[config.mk]
export PLATFORM = sky130hd
export DESIGN_NAME = shift_right_pipe_flat
export DESIGN_NICKNAME = d
export VERILOG_FILES = /design/src/rtl/shift_right_pipe_if.sv /design/src/rtl/shift_right_pipe.sv /design/src/flat_wrapper.sv
export SDC_FILE = /design/constraint.sdc
export NUM_CORES = 1
export LEC_CHECK = 0
export CORE_MARGIN = 2
export CORE_UTILIZATION = 60
export CTS_CLUSTER_SIZE = 10
export DETAILED_ROUTE_END_ITERATION = 8
export HOLD_SLACK_MARGIN = 0.1
export PLACE_DENSITY_LB_ADDON = 0.15
export SLEW_MARGIN = 20
export SYNTH_ARGS = -nofsm -noshare
export SYNTH_HDL_FRONTEND = slang
export SYNTH_SLANG_ARGS = --single-unit
[constraint.sdc]
create_clock -name clk -period 7 [get_ports clk]
set_clock_uncertainty 0.15 [all_clocks]
set_input_delay 2.1 -clock clk [delete_from_list [all_inputs] [get_ports clk]]
set_output_delay 2.1 -clock clk [all_outputs]
set_load 0.03 [all_outputs]
[src/rtl/shift_right_pipe_if.sv]
// Handshake bundle for shift_right_pipe.
// master = upstream producer / downstream consumer side (drives in_*, out_ready).
// slave  = the shifter itself.
// Macro SHIFT_RIGHT_PIPE_STICKY_EN adds the out_sticky signal.
interface shift_right_pipe_if #(
  parameter int LANE_W  = 12,
  parameter int LANES   = 8,
  parameter int SHIFT_W = 3
);
  logic                      in_valid;
  logic                      in_ready;
  logic [LANE_W*LANES-1:0]   in;
  logic [SHIFT_W-1:0]        shift;
  logic [LANE_W-1:0]         fill;
  logic                      out_valid;
  logic                      out_ready;
  logic [LANE_W*LANES-1:0]   out;
  logic                      out_err;
`ifdef SHIFT_RIGHT_PIPE_STICKY_EN
  logic                      out_sticky;
`endif

`ifdef SHIFT_RIGHT_PIPE_STICKY_EN
  modport master (output in_valid, in, shift, fill, out_ready,
                  input  in_ready, out_valid, out, out_err, out_sticky);
  modport slave  (input  in_valid, in, shift, fill, out_ready,
                  output in_ready, out_valid, out, out_err, out_sticky);
`else
  modport master (output in_valid, in, shift, fill, out_ready,
                  input  in_ready, out_valid, out, out_err);
  modport slave  (input  in_valid, in, shift, fill, out_ready,
                  output in_ready, out_valid, out, out_err);
`endif
endinterface

[src/rtl/shift_right_pipe.sv]
// Lane-granular right shifter: 8 x 12-bit lanes shifted right by 0..5 lanes,
// vacated top lanes loaded with a fill value. Two registered stages with
// valid/ready on both sides; full throughput, latency 2 cycles.
// Shift amounts above MAX_SHIFT produce an all-fill word flagged by out_err.
// Optional macro SHIFT_RIGHT_PIPE_STICKY_EN adds out_sticky: OR of every
// input bit shifted off the bottom.
module shift_right_pipe #(
  parameter int LANE_W    = 12,
  parameter int LANES     = 8,
  parameter int SHIFT_W   = 3,
  parameter int MAX_SHIFT = 5
) (
  input  logic               clk,
  input  logic               rst_n,
  shift_right_pipe_if.slave  bus
);
  localparam int DATA_W = LANE_W * LANES;
  localparam logic [SHIFT_W-1:0] MAX_SHIFT_V = SHIFT_W'(MAX_SHIFT);

  // Shift the word right by s lanes, pulling fill lanes in from the top.
  function automatic logic [DATA_W-1:0] lane_shift(
    input logic [DATA_W-1:0]  d,
    input logic [SHIFT_W-1:0] s,
    input logic [LANE_W-1:0]  f,
    input logic               ill
  );
    logic [2*DATA_W-1:0] ext;
    ext = {{LANES{f}}, d} >> (LANE_W * int'(s));
    if (ill) return {LANES{f}};
    return ext[DATA_W-1:0];
  endfunction

`ifdef SHIFT_RIGHT_PIPE_STICKY_EN
  // OR of the lanes that fall off the bottom (all lanes on an illegal shift).
  function automatic logic lane_sticky(
    input logic [DATA_W-1:0]  d,
    input logic [SHIFT_W-1:0] s,
    input logic               ill
  );
    logic [DATA_W-1:0] mask;
    mask = ~({DATA_W{1'b1}} << (LANE_W * int'(s)));
    if (ill) return |d;
    return |(d & mask);
  endfunction
`endif

  logic                s1_vld_q;
  logic [DATA_W-1:0]   s1_data_q;
  logic [SHIFT_W-1:0]  s1_shift_q;
  logic [LANE_W-1:0]   s1_fill_q;
  logic                s1_ill_q;
  logic                s1_ill_d;

  logic                s2_vld_q;
  logic [DATA_W-1:0]   s2_data_q;
  logic [DATA_W-1:0]   s2_data_d;
  logic                s2_err_q;
`ifdef SHIFT_RIGHT_PIPE_STICKY_EN
  logic                s2_sticky_q;
  logic                s2_sticky_d;
`endif

  logic                s2_load;
  logic                s1_load;
  logic                in_fire;

  assign s2_load      = !s2_vld_q || bus.out_ready;
  assign s1_load      = !s1_vld_q || s2_load;
  assign in_fire      = bus.in_valid && s1_load;
  assign bus.in_ready = s1_load;

  // Illegal-shift flag is decided on the way into S1.
  always_comb begin
    s1_ill_d = (bus.shift > MAX_SHIFT_V);
  end

  // S1 valid: refills whenever the stage is free or hands its beat onward.
  always_ff @(posedge clk) begin
    if (!rst_n) begin
      s1_vld_q <= 1'b0;
    end else if (s1_load) begin
      s1_vld_q <= bus.in_valid;
    end
  end

  // S1 payload captured on an accepted input beat; no reset needed.
  always_ff @(posedge clk) begin
    if (in_fire) begin
      s1_data_q  <= bus.in;
      s1_shift_q <= bus.shift;
      s1_fill_q  <= bus.fill;
      s1_ill_q   <= s1_ill_d;
    end
  end

  // ---- S1 -> S2 boundary: shift result computed from S1 registers ----
  always_comb begin
    s2_data_d = lane_shift(s1_data_q, s1_shift_q, s1_fill_q, s1_ill_q);
`ifdef SHIFT_RIGHT_PIPE_STICKY_EN
    s2_sticky_d = lane_sticky(s1_data_q, s1_shift_q, s1_ill_q);
`endif
  end

  // S2 output registers; reset so the output word reads zero after reset.
  always_ff @(posedge clk) begin
    if (!rst_n) begin
      s2_vld_q    <= 1'b0;
      s2_data_q   <= '0;
      s2_err_q    <= 1'b0;
`ifdef SHIFT_RIGHT_PIPE_STICKY_EN
      s2_sticky_q <= 1'b0;
`endif
    end else if (s2_load) begin
      s2_vld_q <= s1_vld_q;
      if (s1_vld_q) begin
        s2_data_q   <= s2_data_d;
        s2_err_q    <= s1_ill_q;
`ifdef SHIFT_RIGHT_PIPE_STICKY_EN
        s2_sticky_q <= s2_sticky_d;
`endif
      end
    end
  end

  assign bus.out_valid  = s2_vld_q;
  assign bus.out        = s2_data_q;
  assign bus.out_err    = s2_err_q;
`ifdef SHIFT_RIGHT_PIPE_STICKY_EN
  assign bus.out_sticky = s2_sticky_q;
`endif

endmodule

[src/flat_wrapper.sv]
// flat-port wrapper written by rule: the top's interface ports become plain ports
module shift_right_pipe_flat 
#(
  parameter int LANE_W    = 12,
  parameter int LANES     = 8,
  parameter int SHIFT_W   = 3,
  parameter int MAX_SHIFT = 5
)
  (clk, rst_n, bus_in_valid, bus_in, bus_shift, bus_fill, bus_out_ready, bus_in_ready, bus_out_valid, bus_out, bus_out_err);
  shift_right_pipe_if #(.LANE_W(LANE_W), .LANES(LANES), .SHIFT_W(SHIFT_W)) bus_i ();
  input  logic clk;
  input  logic rst_n;
  input wire logic [$bits(bus_i.in_valid)-1:0] bus_in_valid;
  input wire logic [$bits(bus_i.in)-1:0] bus_in;
  input wire logic [$bits(bus_i.shift)-1:0] bus_shift;
  input wire logic [$bits(bus_i.fill)-1:0] bus_fill;
  input wire logic [$bits(bus_i.out_ready)-1:0] bus_out_ready;
  output wire logic [$bits(bus_i.in_ready)-1:0] bus_in_ready;
  output wire logic [$bits(bus_i.out_valid)-1:0] bus_out_valid;
  output wire logic [$bits(bus_i.out)-1:0] bus_out;
  output wire logic [$bits(bus_i.out_err)-1:0] bus_out_err;
  assign bus_i.in_valid = bus_in_valid;
  assign bus_i.in = bus_in;
  assign bus_i.shift = bus_shift;
  assign bus_i.fill = bus_fill;
  assign bus_i.out_ready = bus_out_ready;
  assign bus_in_ready = bus_i.in_ready;
  assign bus_out_valid = bus_i.out_valid;
  assign bus_out = bus_i.out;
  assign bus_out_err = bus_i.out_err;
  shift_right_pipe #(.LANE_W(LANE_W), .LANES(LANES), .SHIFT_W(SHIFT_W), .MAX_SHIFT(MAX_SHIFT)) u_core (.clk(clk), .rst_n(rst_n), .bus(bus_i));
endmodule
; After elaboration in Yosys (flattened, before gate mapping)
; Index checks and enable logic that the tools add are counted.
[totals]
word_cells = 20
out_inout_bits = 99
ff_bits = 211
[op_classes]
n_mux = 3
mul = 1
reduce_logical = 6
shift = 1
n_lt_le_gt_ge = 1
[op_table]
columns = op, count
row1 = $mux 96, 2
row2 = $shr 192x32->96, 1
row3 = $mul 2x3->5 const A, 1
row4 = $gt 3x3->1 const B, 1
row5 = $logic_not 1->1, 2
row6 = $logic_or 1x1->1, 2
row7 = $reduce_and 2->1, 1
row8 = $logic_and 1x1->1, 1
row9 = $mux 1, 1

; Longest topological paths before layout
[logic_depth]
ltp_word = 4
ltp_mapped = 12
depth_no_buf = 7

; Least setup slack after synthesis
; OpenSTA, ideal clock, no wires.
[synth_timing]
kind = input to register
startpoint = input bus_out_ready
endpoint = register u_core.s1_data_q[0] (enable)
setup_slack_ns = 1.292
cell_stages = 3
t_required_ns = 6.367
arrival_ns = 5.074
n_path_buf = 0
cell_sequence = nor2b_1 > nand2_1 > and2_1
[synth_via]
elab_chain_cells = 3
[synth_lines]
columns = element, line_no
row1 = "start, declared", flat_wrapper.sv:17  ; input wire logic [$bits(bus_i.out_ready)-1:0] bus_out_ready;
row2 = $logic_or 1x1->1, shift_right_pipe.sv:67  ; assign s2_load = !s2_vld_q || bus.out_ready;
row3 = $logic_or 1x1->1, shift_right_pipe.sv:68  ; assign s1_load = !s1_vld_q || s2_load;
row4 = via bus_in_ready, flat_wrapper.sv:18  ; output wire logic [$bits(bus_i.in_ready)-1:0] bus_in_ready;
row5 = $logic_and 1x1->1, shift_right_pipe.sv:69  ; assign in_fire = bus.in_valid && s1_load;
row6 = via u_core.in_fire, shift_right_pipe.sv:65  ; logic in_fire;
row7 = "end signal, assigned", shift_right_pipe.sv:89  ; s1_data_q <= bus.in;
row8 = "end, declared", shift_right_pipe.sv:48  ; logic [DATA_W-1:0] s1_data_q;
; The timed path passes the listed nets, and every way through them passes these cells.
; A chain may end at the register's enable or synchronous reset.

; Worst setup path after layout
[layout_timing]
startpoint = input bus_out_ready
endpoint = output bus_in_ready
[layout_via]
elab_chain_cells = 2
[layout_lines]
columns = element, line_no
row1 = $logic_or 1x1->1, shift_right_pipe.sv:67
row2 = $logic_or 1x1->1, shift_right_pipe.sv:68
row3 = "end, declared", flat_wrapper.sv:18
; Every way passes these cells.

==> impl_metrics.yaml <==
outcome:
  status: "completed"
synth:
  synth-async-reset-ratio_pct: 0
  synth_top_family_by_area: "multiplexers"
  synth_fp_nets: 1496
  synth_simple_gate_area_share_pct: 12.27
  synthMuxAreaShare_pct: 24.53
  synth-seq-cells: 211
  netlist_instances: 1377
  synth_xor_area_share_pct: 0.5954
  synth_edf_count: 112
  yosys_warnings: 0
  synth_ff_type: "edfxtp_1"
  synth-adder-area-share_pct: 0.3913
  synth_compound_area_share_pct: 19.99
  syn_avg_cell_area_sq_um: 10.68
  synth_cell_types: 101
  synth-seq-area-share_pct: 36.34
  synth_area_sq_um: 14710
timing:
  slew_viol_final: 0
  clock.fmax_mhz: 167.0
  fin_hold_ws_ns: 0.3312
  tns_ns: 0
  rsz0062_at_grt: "false"
  tightest_slew_ns: 1.225
  period_needed_ns: 5.986
  hold_violations: 0
  fin_crit_sh_pct: 85.52
  setup_viol: 0
  relSlewSlack_pct: 18.22
place:
  numPortBuffers: 213
  place.gp.congestion: 0.9978
  dp_cells: 1804
  dp_hpwl_microns: 37410
cts:
  clkLatencyLatePin_ns: 0.55
  clock-root-buffer: "clkbuf_16"
  hold_buffers: 0
  post_cts_buffers: 0
  cts_resized: 0
  cts_buffers: 25
  cts_sinks: 211
  cts_tree: "yes"
  htree_levels: 1
  cts.path.max_buffers: 3
  clkSlewWorstSetupHoldPaths_ns: 0.05
pwr:
  switching_share_pct: 36.90
  pwr-share-clk_pct: 28.1
  seqPwrFrac_pct: 35.3
  peakVddDrop_mv: 0.2846
  p_int_w: 0.002672
  powerDensity_nw_per_um2: 243.1
  leakage_nw: 6.123
  switching_power_w: 0.001562
  power_w: 0.004235
  comb_power_share_pct: 36.6
worst_setup_path:
  cp-end-kind: "output pin"
  start_kind: "input pin"
  path_class: "input pin to output pin"
  cp.required_ns: 4.75
  critPathMaxFanout: 6
  crit_arrival_ns: 3.74
job:
  cap_violations: 0
global_routing:
  grt-ovfl-total: 0
  grt_pass1_vias: 12750
  antenna_found_initial: 3
  grt_pass1_wl_microns: 81100
  grt_use_total_pct: 41.24
  grt_max_degree: 113
floorplanning:
  coreArea_sq_um: 24180
  die_area_sq_um: 25790
  start_util_pct: 60.84
  rows: 57
  pin_count: 214
  die_w_microns: 160.6
  die_h_microns: 160.6
final_layout:
  nNetsFinal: 1626
  drive_gt1_share_pct: 15.79
  area_growth_pct: 18.41
  fin_cells: 1845
  nFillCells: 1661
  finish.utilization_pct: 72.05
route:
  routed_wl_microns: 54210
  dr_total_vias: 13720
  via_per_inst: 7.438
  drtIter0Drc: 2255
  ant_nets: 0
  routedWlPerCell_microns: 29.38
  firstDrtPassIters: 7
  route.detailed.drc: 0
hold_path:
  hp-class: "register to register"
## worst paths after layout
path	startpoint	end	slack (ns)	cells past startpoint
worst min register to register	u_core.bus.out_err$_SDFFE_PN0P_	u_core.bus.out_err$_SDFFE_PN0P_	0.33	2
worst max-delay path	bus_out_ready	bus_in_ready	1.01	4
worst max register to register	u_core.s1_shift_q[1]$_DFFE_PP_	u_core.bus.out[21]$_SDFFE_PN0P_	2.32	8
worst min-delay path	u_core.bus.out_err$_SDFFE_PN0P_	u_core.bus.out_err$_SDFFE_PN0P_	0.33	2
## cells in the mapped netlist, types with 5 or more instances
cell	count	area, sq um
mux2i_1	80	800.8
nor3_1	22	110.1
a311oi_1	6	52.55
a32oi_1	6	52.55
a22oi_1	9	67.56
and3_1	9	56.30
mux4_2	88	1982
a222oi_1	7	70.07
nand2_1	122	457.9
a2111oi_0	7	61.31
o2111ai_1	7	61.31
nand3_1	41	205.2
mux2_2	43	484.2
o211ai_1	22	165.2
nand2b_1	13	81.33
nand4_1	8	50.05
mux4_1	13	341.6
or3_1	6	37.54
a21o_1	5	37.54
o22ai_1	17	106.4
a21oi_1	75	375.4
a211oi_1	25	187.7
nor2b_1	8	50.05
buf_2	30	150.1
a221oi_1	6	52.55
nor4_1	8	50.05
edfxtp_1	112	3363
o31ai_1	6	45.04
o221ai_1	10	87.58
and2_1	12	75.07
o221a_2	19	214.0
o21a_1	6	45.04
clkbuf_1	57	214.0
buf_4	19	142.6
buf_6	14	157.7
nor2_1	80	300.3
o21ai_0	97	485.5
dfxtp_1	99	1982
a31oi_1	34	212.7
inv_1	9	33.78
## flip-flops by register name (all words and copies together), names as in the netlist
register / flops
u_core.bus.out_valid: 1
u_core.s1_ill_q: 1
u_core.s1_shift_q: 3
u_core.s1_vld_q: 1
u_core.s1_data_q: 96
u_core.s1_fill_q: 12
u_core.bus.out: 96
u_core.bus.out_err: 1
## metrics by stage
stage	instance area, sq um	setup slack [ns]
3_5_place_dp	16710	1.016
6_report	17420	1.014
4_1_cts	17420	1.018
2_1_floorplan	14710	1.292
3_3_place_gp	16710	1.057
5_1_grt	17420	0.8733
## worst max-delay path, cell delays in order
cell             delay [ns]
clkdlybuf4s50_1        0.42
nor2b_1                0.46
nand2_1                0.15
clkdlybuf4s50_1        0.62
## layout make-up
type	instances	area (sq um)	area share, %
Tap cell	324	405.4	2.327
Inverter	11	41.29	0.2370
Timing Repair Buffer	236	2350	13.49
Antenna cell	1	2.502	0.01437
Multi-Input combinational cell	1022	8567	49.18
Clock buffer	38	694.4	3.986
Clock inverter	2	13.76	0.07901
Sequential cell	211	5345	30.69
## routing by layer
layer | vias up | global-route usage [%] | part of all wire [%] | routed length [microns]
li1 | 5788 | - | - | -
met1 | 6563 | 61.35 | 40 | 21640
met2 | 1239 | 57.84 | 41 | 22440
met3 | 129 | 14.93 | 16 | 8640
met4 | 4 | 9.419 | 2.6 | 1403
met5 | - | 0 | 0.14 | 75
## cell usage in the layout (no fill, tap or decap), drive strengths merged, types with 13 or more instances in the layout
master         instances
a211oi                25
a21oi                 79
a31oi                 34
mux4                 101
o21ai                101
clkdlybuf4s50        212
nand2                122
buf                   24
nor2                  80
edfxtp               112
o221a                 22
and2                  15
dfxtp                 99
o22ai                 17
nand3                 42
o211ai                23
mux2                  43
nand2b                13
nor3                  24
clkbuf                38
mux2i                 80
## logic make-up (layout without fill, tap and decap cells)
family,Yosys count,in the layout
compound gates,422,422
simple gates,365,365
mux,224,224
flops,211,211
buf+inv,144,287
xor+xnor,7,7
fa+ha+maj,4,4
other cells,0,1
## power by group through the flow
stage          clock network [W]  registers (W)  logic (W)
3_3_place_gp                   0        0.00151    0.00144
4_1_cts                  0.00119        0.00149    0.00148
6_report                 0.00119        0.00150    0.00155
3_5_place_dp                   0        0.00151    0.00147
2_1_floorplan                  0        0.00158   0.000914
5_1_grt                  0.00124        0.00150    0.00160
Note: power is estimated with default switching activity, not from simulation.
